<file path="src/rtl/uart_rx_packetizer.sv">
// Frames the uart_rx byte stream into SOF/LEN/payload/XOR-checksum packets and
// releases each payload on a valid/ready/last stream only after its checksum verifies.
`timescale 1ns/1ps
module uart_rx_packetizer #(
    parameter logic [7:0] SOF           = 8'h7E,
    parameter int         MAX_LEN       = 16,
    parameter int         TIMEOUT_TICKS = 480
) (
    input  logic       clk,
    input  logic       reset,
    input  logic       s_tick,
    input  logic       rx_done_tick,
    input  logic [7:0] rx_data,
    output logic [7:0] out_data,
    output logic       out_valid,
    input  logic       out_ready,
    output logic       out_last,
    output logic       pkt_ok,
    output logic       crc_err,
    output logic       len_err,
    output logic       timeout,
    output logic       overrun,
    output logic       busy
);

    localparam int LW = $clog2(MAX_LEN + 1);
    localparam int AW = (MAX_LEN > 1) ? $clog2(MAX_LEN) : 1;
    localparam int TW = $clog2(TIMEOUT_TICKS + 1);

    typedef enum logic [2:0] {S_IDLE, S_LEN, S_PAYLOAD, S_CHECK, S_SEND} state_t;

    state_t          r_state;
    state_t          w_state_next;
    logic [LW-1:0]   r_len;
    logic [LW-1:0]   r_wr_idx;
    logic [LW-1:0]   r_rd_idx;
    logic [7:0]      r_chk;
    logic [TW-1:0]   r_tmo_cnt;
    logic [7:0]      r_buf [MAX_LEN];

    logic            r_pkt_ok, r_crc_err, r_len_err, r_timeout, r_overrun;
    logic            w_pkt_ok_next, w_crc_err_next, w_len_err_next, w_timeout_next, w_overrun_next;

    logic [LW-1:0]   w_len_m1;
    logic            w_len_bad;
    logic            w_tmo_active;
    logic            w_tmo_fire;
    logic            w_chk_match;
    logic            w_xfer;
    logic            w_rd_last;
    logic            w_wr_last;

    assign w_len_m1     = r_len - LW'(1);
    assign w_len_bad    = (rx_data == 8'd0) || (int'(rx_data) > MAX_LEN);
    assign w_tmo_active = (r_state == S_LEN) || (r_state == S_PAYLOAD) || (r_state == S_CHECK);
    // A byte arriving together with the terminal tick takes priority over the timeout.
    assign w_tmo_fire   = w_tmo_active && s_tick && !rx_done_tick &&
                          (r_tmo_cnt == TW'(TIMEOUT_TICKS - 1));
    assign w_chk_match  = (rx_data == r_chk);
    assign w_xfer       = (r_state == S_SEND) && out_ready;
    assign w_rd_last    = (r_rd_idx == w_len_m1);
    assign w_wr_last    = (r_wr_idx == w_len_m1);

    always_ff @(posedge clk or negedge reset) begin
        if (!reset) begin
            r_state <= S_IDLE;
        end else begin
            r_state <= w_state_next;
        end
    end

    always_comb begin
        w_state_next = r_state;
        if (w_tmo_fire) begin
            w_state_next = S_IDLE;
        end else begin
            case (r_state)
                S_IDLE:    if (rx_done_tick && rx_data == SOF) w_state_next = S_LEN;
                S_LEN:     if (rx_done_tick) w_state_next = w_len_bad ? S_IDLE : S_PAYLOAD;
                S_PAYLOAD: if (rx_done_tick && w_wr_last) w_state_next = S_CHECK;
                S_CHECK:   if (rx_done_tick) w_state_next = w_chk_match ? S_SEND : S_IDLE;
                S_SEND:    if (w_xfer && w_rd_last) w_state_next = S_IDLE;
                default:   w_state_next = S_IDLE;
            endcase
        end
    end

    always_comb begin
        out_valid      = (r_state == S_SEND);
        out_last       = (r_state == S_SEND) && w_rd_last;
        out_data       = (r_state == S_SEND) ? r_buf[r_rd_idx[AW-1:0]] : 8'h00;
        busy           = (r_state != S_IDLE);
        w_timeout_next = w_tmo_fire;
        w_len_err_next = (r_state == S_LEN)   && rx_done_tick && w_len_bad;
        w_pkt_ok_next  = (r_state == S_CHECK) && rx_done_tick && w_chk_match;
        w_crc_err_next = (r_state == S_CHECK) && rx_done_tick && !w_chk_match;
        w_overrun_next = (r_state == S_SEND)  && rx_done_tick;
    end

    // Payload store has no reset so it maps onto plain memory.
    always_ff @(posedge clk) begin
        if (r_state == S_PAYLOAD && rx_done_tick) begin
            r_buf[r_wr_idx[AW-1:0]] <= rx_data;
        end
    end

    always_ff @(posedge clk or negedge reset) begin
        if (!reset) begin
            r_len     <= '0;
            r_wr_idx  <= '0;
            r_rd_idx  <= '0;
            r_chk     <= '0;
            r_tmo_cnt <= '0;
            r_pkt_ok  <= 1'b0;
            r_crc_err <= 1'b0;
            r_len_err <= 1'b0;
            r_timeout <= 1'b0;
            r_overrun <= 1'b0;
        end else begin
            r_pkt_ok  <= w_pkt_ok_next;
            r_crc_err <= w_crc_err_next;
            r_len_err <= w_len_err_next;
            r_timeout <= w_timeout_next;
            r_overrun <= w_overrun_next;

            if (!w_tmo_active || rx_done_tick || w_tmo_fire) begin
                r_tmo_cnt <= '0;
            end else if (s_tick) begin
                r_tmo_cnt <= r_tmo_cnt + TW'(1);
            end

            if (rx_done_tick) begin
                if (r_state == S_LEN && !w_len_bad) begin
                    r_len    <= rx_data[LW-1:0];
                    r_chk    <= rx_data;
                    r_wr_idx <= '0;
                end else if (r_state == S_PAYLOAD) begin
                    r_chk    <= r_chk ^ rx_data;
                    r_wr_idx <= r_wr_idx + LW'(1);
                end else if (r_state == S_CHECK && w_chk_match) begin
                    r_rd_idx <= '0;
                end
            end

            if (w_xfer) begin
                r_rd_idx <= r_rd_idx + LW'(1);
            end
        end
    end

    assign pkt_ok  = r_pkt_ok;
    assign crc_err = r_crc_err;
    assign len_err = r_len_err;
    assign timeout = r_timeout;
    assign overrun = r_overrun;

endmodule

</file>
<file path="config.mk">
export PLATFORM = sky130hd
export DESIGN_NAME = uart_rx_packetizer
export DESIGN_NICKNAME = d
export VERILOG_FILES = /design/src/rtl/uart_rx_packetizer.sv
export SDC_FILE = /design/constraint.sdc
export NUM_CORES = 1
export LEC_CHECK = 0
export ABC_AREA = 1
export ABC_CLOCK_PERIOD_IN_PS = 2500
export CELL_PAD_IN_SITES_DETAIL_PLACEMENT = 1
export CELL_PAD_IN_SITES_GLOBAL_PLACEMENT = 1
export CORE_MARGIN = 2
export CORE_UTILIZATION = 45
export CTS_CLUSTER_DIAMETER = 80
export DETAILED_ROUTE_END_ITERATION = 10
export PLACE_DENSITY = 0.72
export SLEW_MARGIN = 20
export SYNTH_ARGS = -nofsm -noshare
export SYNTH_HDL_FRONTEND = slang
export SYNTH_SLANG_ARGS = --single-unit
</file>
<file path="constraint.sdc">
create_clock -name clk -period 2.5 [get_ports clk]
set_input_delay 0.375 -clock clk [delete_from_list [all_inputs] [get_ports clk]]
set_output_delay 0.375 -clock clk [all_outputs]
set_load 0.005 [all_outputs]
</file>
==> results.json, run 1 <==
{
  "grt_max_degree": 33,
  "ff2ff_path_depth": 7,
  "cpPeakStageDelay_ns": 0.48,
  "grt_overflow": 0,
  "cp_data_required_time_ns": 2.12,
  "synth_fp_nets": 729,
  "drive_gt1_share_pct": 19.2,
  "nets": 811,
  "p_leak_nw": 3.53,
  "async_flop_share_pct": 23.8,
  "slew_headroom_pct": 57.5,
  "maxSlewViolCount": 0,
  "synth-main-ff-cell": "edfxtp_1",
  "fin_ws_ns": -0.0228,
  "dp.cells": 984,
  "wl_met3_microns": 944,
  "syn_inst": 709,
  "synthDominantCellAreaShare_pct": 51.0,
  "nFillCells": 1801,
  "post_synth.cell_area_avg_sq_um": 10.6,
  "num_antenna_cells": 0,
  "top_layer_used": "met4",
  "synth_seq_area_share_pct": 64.2,
  "place_ws_ns": 0.0223,
  "post_drt_wl_per_cell_microns": 21.8,
  "min_period_ns": 2.52,
  "wl_met1_mm": 9.61,
  "syn_area_sq_mm": 0.00754,
  "dp_hpwl_mm": 14.3,
  "numCtsBuffers": 17,
  "critical-path-slowest-cell": "dfrtp_2",
  "antenna_found_initial": 0,
  "path_clk_slew_ns": 0.07,
  "gp_congestion": 0.878,
  "synth_most_common_cell": "edfxtp_1",
  "hold_path_class": "input port to asynchronous set/reset pin",
  "crit_type": "flip-flop to output port",
  "routed_via_density": 5.61,
  "grt_pass1_vias": 6124,
  "dieArea_sq_mm": 0.0178,
  "power_density_mw_per_mm2": 768,
  "synth-warning-count": 0,
  "cts.path.max_buffers": 2,
  "fin_cells": 1024,
  "track_usage_pct": 26.0,
  "cts_tree": "done",
  "post-route-drc-count": 0,
  "cts-root-buf": "clkbuf_16",
  "synth_cell_types": 39,
  "vias": 5746,
  "ir_drop_uv": 521,
  "fmax_ghz": 0.396,
  "firstDrtPassIters": 4,
  "setup_viol": 1,
  "outcome": "complete, but fails checks",
  "synth_common_cells": "edfxtp_1 (128), nand2_1 (109), nor2_1 (109)",
  "drtAntennaViolNets": 0,
  "final_hold_viol_count": 0,
  "synthTopCellsByArea": "edfxtp_1 (51%), dfrtp_1 (13%), nand2_1 (5.4%)",
  "tightest_slew_ns": 0.637,
  "cts_sinks": 168,
  "synth-edff-count": 128,
  "rsz0062_at_grt": "yes",
  "core_sq_mm": 0.0165,
  "crit_path_start_kind": "flip-flop",
  "finalPower_mw": 7.05,
  "start_util_pct": 45.8,
  "worst_clock_skew_ns": 0.00745,
  "critPathMaxFanout": 15,
  "drv_cap": 0,
  "regArea_sq_mm": 0.00485,
  "drt_wl_total_mm": 22.3,
  "die_w_microns": 133,
  "place_area_sq_mm": 0.00840,
  "drt-initial-drc-count": 410,
  "ys_ff_latch": 168,
  "area_growth_pct": 21.8,
  "yosysTopAreaCell": "edfxtp_1",
  "totalNegativeSetupSlack_ns": -0.0228,
  "fin_crit_sh_pct": 101,
  "die_y_microns": 133,
  "cp.arrival_ns": 2.15,
  "violations": "negative setup slack",
  "whs_ns": 0.494,
  "grt_pass1_wl_mm": 34.9,
  "multi_input_area_sq_mm": 0.00246,
  "final_area_sq_mm": 0.00919,
  "std_cell_rows": 47,
  "htreeDepth": 4,
  "ios": 29,
  "port_buffers": 28,
  "clk_latency_ns": 0.44,
  "worstPathCellList": "clkinv_4 > buf_12 > o21ai_1 > o221ai_1 > buf_4 > o211ai_1 > a31oi_1 > buf_2",
  "final_core_util_pct": 55.8,
  "wl_met2_mm": 11.3,
  "end_kind": "output port"
}
==> kinds of logic after synthesis <==
group / synth area share, %
flops: 64.2
xor+xnor: 1.97
fa+ha+maj: 1.16
buf+inv: 4.21
simple gates: 17.9
compound gates: 10.6
==> registers in the layout (all words and copies together), names as in the netlist <==
register / count
r_wr_idx: 5
pkt_ok: 1
overrun: 1
r_rd_idx: 5
r_chk: 8
r_tmo_cnt: 9
len_err: 1
r_buf: 128
timeout: 1
r_len: 5
r_state: 3
crc_err: 1
==> critical path: cells and delay by family, from the launching register on <==
kind / cells / cell delay [ns]
compound gates: 4 / 0.62
flops: 1 / 0.48
buf+inv: 4 / 0.62
==> layout by cell type, fill, tap and decap left out, types with 3 or more instances in the layout <==
master,instances
edfxtp_1,128
nand2_1,108
nor2_1,106
o21ai_0,61
buf_4,43
inv_1,41
dfrtp_1,39
nand3_1,37
o22ai_1,20
clkdlybuf4s50_1,18
clkbuf_16,17
o21ai_1,12
nor2_2,11
o221ai_1,11
nor3_1,11
inv_2,9
xor2_1,9
buf_2,9
nand4_1,8
xnor2_1,8
buf_12,8
o21ai_2,7
nand2_2,6
ha_1,6
inv_6,6
o211ai_1,5
a31oi_1,5
a21oi_1,5
buf_6,5
nor2_4,3
clkinv_4,3
clkinv_1,3
nand3_2,3
o31ai_1,3
clkinvlp_4,3
==> cell type report <==
cell class	instances	area share, %
Tap cell	220	3.00
Multi-Input combinational cell	462	26.8
Inverter	56	2.40
Sequential cell	168	52.8
Clock buffer	19	4.71
Timing Repair Buffer	86	8.85
Clock inverter	13	1.46
==> repair_timing <==
action                                  CTS  global route
gates cloned                              3             0
gates resized for setup                  64            23
endpoints found under the hold margin    24             0
hold buffers                              1             0
pin swaps                                21            12
endpoints found under the setup margin    9             9
buffers inserted                          3             3
==> power breakdown <==
| part | switching [mW] | internal (mW) |
|---|---|---|
| clock network | 1.18 | 1.40 |
| logic | 0.719 | 0.441 |
| registers | 0.154 | 3.16 |
==> path summary, 6_finish.rpt <==
path | startpoint | to | slack (ns)
setup / recovery | r_rd_idx[0] | out_data[0] | -0.02
hold / removal | reset | r_tmo_cnt[4] | 0.49
setup reg to reg | r_state[2] | r_buf[5][5] | 0.57
hold reg to reg | r_chk[7] | r_chk[7] | 0.52
max in group asynchronous | reset | r_chk[5] | 1.34
min in group clk | r_chk[7] | r_chk[7] | 0.52
==> layer usage <==
layer	track usage, %	vias to the layer above
met2	44.1	153
met1	34.1	2914
met3	3.88	30
li1	-	2649
met5	0	-
met4	9.46	0
No activity file was read; power rests on OpenSTA's default activity.
==> inputs of run 2 (changes only) <==
--- a/config.mk
+++ b/config.mk
@@ -5,15 +5,14 @@
 export SDC_FILE = /design/constraint.sdc
 export NUM_CORES = 1
 export LEC_CHECK = 0
-export ABC_AREA = 1
 export ABC_CLOCK_PERIOD_IN_PS = 2500
 export CELL_PAD_IN_SITES_DETAIL_PLACEMENT = 1
 export CELL_PAD_IN_SITES_GLOBAL_PLACEMENT = 1
 export CORE_MARGIN = 2
-export CORE_UTILIZATION = 45
+export CORE_UTILIZATION = 52
 export CTS_CLUSTER_DIAMETER = 80
 export DETAILED_ROUTE_END_ITERATION = 10
-export PLACE_DENSITY = 0.72
+export PLACE_DENSITY = 0.78
 export SLEW_MARGIN = 20
 export SYNTH_ARGS = -nofsm -noshare
 export SYNTH_HDL_FRONTEND = slang
==> results.json, run 2 <==
{
  "p_leak_nw": 3.30,
  "antenna_found_initial": 0,
  "ios": 29,
  "die_y_microns": 121,
  "dieArea_sq_mm": 0.0148,
  "drive_gt1_share_pct": 32.0,
  "final_area_sq_mm": 0.00903,
  "synth_fp_nets": 475,
  "cts_tree": "done",
  "synth-edff-count": 128,
  "fmax_ghz": 0.376,
  "synthMuxAreaShare_pct": 10.3,
  "synth_compound_area_share_pct": 5.42,
  "place_ws_ns": -0.0957,
  "fin_ws_ns": -0.158,
  "final_hold_viol_count": 0,
  "synth-warning-count": 0,
  "drtAntennaViolNets": 0,
  "synth_fa_ha_area_share_pct": 1.22,
  "ir_drop_uv": 353,
  "final_cell_mix": "edfxtp_1 (128), buf_4 (60), dfrtp_1 (39), nor2_1 (35), mux4_2 (32)",
  "cts_sinks": 168,
  "cts.path.max_buffers": 2,
  "post-route-drc-count": 0,
  "synthTopCellsByArea": "edfxtp_1 (54%), dfrtp_1 (14%), mux4_2 (10%)",
  "async_flop_share_pct": 23.8,
  "dp_hpwl_mm": 12.0,
  "worst_clock_skew_ns": 0.0177,
  "outcome": "complete, but fails checks",
  "fin_crit_sh_pct": 106,
  "rsz0062_at_grt": "yes",
  "synth_seq_area_share_pct": 67.5,
  "track_usage_pct": 33.9,
  "ff2ff_path_depth": 5,
  "std_cell_rows": 42,
  "crit_path_start_kind": "flip-flop",
  "totalNegativeSetupSlack_ns": -0.715,
  "timing.rr.end": "r_buf[2][4]",
  "num_antenna_cells": 0,
  "crit_start": "r_rd_idx[0]",
  "r2r_slack_ns": 0.26,
  "maxSlewViolCount": 0,
  "yosysTopAreaCell": "edfxtp_1",
  "worstReg2RegStart": "r_state[1]",
  "synth_common_cells": "edfxtp_1 (128), dfrtp_1 (40), nor2_1 (35)",
  "gp_congestion": 0.801,
  "nets": 579,
  "firstDrtPassIters": 5,
  "cts-root-buf": "clkbuf_16",
  "min_period_ns": 2.66,
  "numCtsBuffers": 17,
  "hold_path_class": "input port to asynchronous set/reset pin",
  "synth-main-ff-cell": "edfxtp_1",
  "final_common_cell": "edfxtp_1",
  "post_drt_wl_per_cell_microns": 31.5,
  "tightest_slew_ns": 0.558,
  "yosys.area_share.xor_xnor_pct": 4.22,
  "yosys.area_share.simple_pct": 9.17,
  "die_w_microns": 121,
  "whs_ns": 0.00602,
  "nFillCells": 1196,
  "hold_buffers": 0,
  "multi_input_area_sq_mm": 0.00235,
  "cp_data_required_time_ns": 2.12,
  "crit_type": "flip-flop to output port",
  "violations": "negative setup slack",
  "start_util_pct": 53.7,
  "post_synth.cell_area_avg_sq_um": 15.8,
  "ys_ff_latch": 168,
  "path_clk_slew_ns": 0.07,
  "power_density_mw_per_mm2": 669,
  "cp-endpoint": "out_data[2]",
  "grt_pass1_wl_mm": 35.0,
  "regArea_sq_mm": 0.00485,
  "end_kind": "output port",
  "syn_inst": 455,
  "vias": 4820,
  "cp.arrival_ns": 2.28,
  "drv_cap": 0,
  "area_growth_pct": 25.8,
  "synth_most_common_cell": "edfxtp_1",
  "htreeDepth": 4,
  "drt-initial-drc-count": 504,
  "grt_overflow": 0,
  "routed_via_density": 6.44,
  "clk_latency_ns": 0.45,
  "synth_cell_types": 48,
  "port_buffers": 28,
  "critPathMaxFanout": 5,
  "syn_area_sq_mm": 0.00717,
  "synth_top_family_by_area": "multiplexers",
  "setup_viol": 9,
  "core_sq_mm": 0.0133,
  "synthDominantCellAreaShare_pct": 53.6,
  "place_area_sq_mm": 0.00810,
  "grt_max_degree": 41,
  "largest_reg_flops": 128,
  "grt_pass1_vias": 5288,
  "slew_headroom_pct": 62.8,
  "drt_wl_total_mm": 23.5
}
-- run 2: cell types whose count changed in the layout (fill, tap and decap cells not counted), moves of 30 or more --
cell     change
nand2_1     -81
nor2_1      -71
o21ai_0     -57
mux4_2      +32
nand3_1     -31
inv_1       -30
-- run 2: power breakdown --
part | leakage (nW) | total (mW) | switching [mW] | internal (mW)
sequential | 1.66 | 3.04 | 0.0251 | 3.02
clock | 0.279 | 2.80 | 1.22 | 1.57
combinational | 1.37 | 0.200 | 0.127 | 0.0724
-- run 2: cell families after synthesis --
| family | Yosys count |
|---|---|
| xor gates and xnor gates | 33 |
| AOI/OAI and AO/OA | 56 |
| and+or+nand+nor | 125 |
| DFF | 168 |
| buffers and inverters | 32 |
| muxes | 34 |
| adders and majority gates | 7 |
-- run 2: repair_timing --
action	CTS	global route
pin swaps	26	8
setup endpoints to repair	9	9
buffers inserted	13	2
gates resized for setup	74	10
gates cloned	3	0
-- run 2: worst max-delay path: stages, from the launching register on --
cell	delay (ns)
dfrtp_2	0.51
buf_12	0.16
buf_4	0.11
mux4_2	0.52
a22oi_2	0.29
a21oi_2	0.11
buf_2	0.14
-- run 2: how the worst min path moves through the flow --
stage	from	to	slack [ns]	depth (start not counted)
after CTS	reset	r_tmo_cnt[1]	0.02	2
after global placement	reset	r_tmo_cnt[1]	0.47	2
after detailed placement	reset	r_tmo_cnt[1]	0.48	2
after floorplan	reset	crc_err	0.08	0
final	reset	r_tmo_cnt[1]	0.006	2
after global routing	reset	r_tmo_cnt[1]	0.05	2
-- run 2: final cells by class --
class / count / area share [%]
flip-flops and latches: 168 / 53.7
multi-input cells: 255 / 26.0
repair buffers: 104 / 10.7
clock buffers: 17 / 4.71
well taps: 176 / 2.44
clock inverters: 15 / 1.94
inverters: 13 / 0.541
-- run 2: metrics by stage --
step	utilization [%]	std cells	power [mW]
floorplan	-	455	3.16
global placement	60.7	700	3.27
detailed placement	60.7	700	3.28
CTS	67.5	748	5.96
global route	67.6	748	6.15
finish	67.6	748	6.04
-- run 2: routing by layer --
layer  wire length (microns)  part of all wire (%)  GRT usage (%)
met1                    8960                    38           42.3
met2                   12000                    51           57.5
met3                    1470                   6.2           5.64
met4                    1170                   4.9           16.7
met5                       0                     0              0
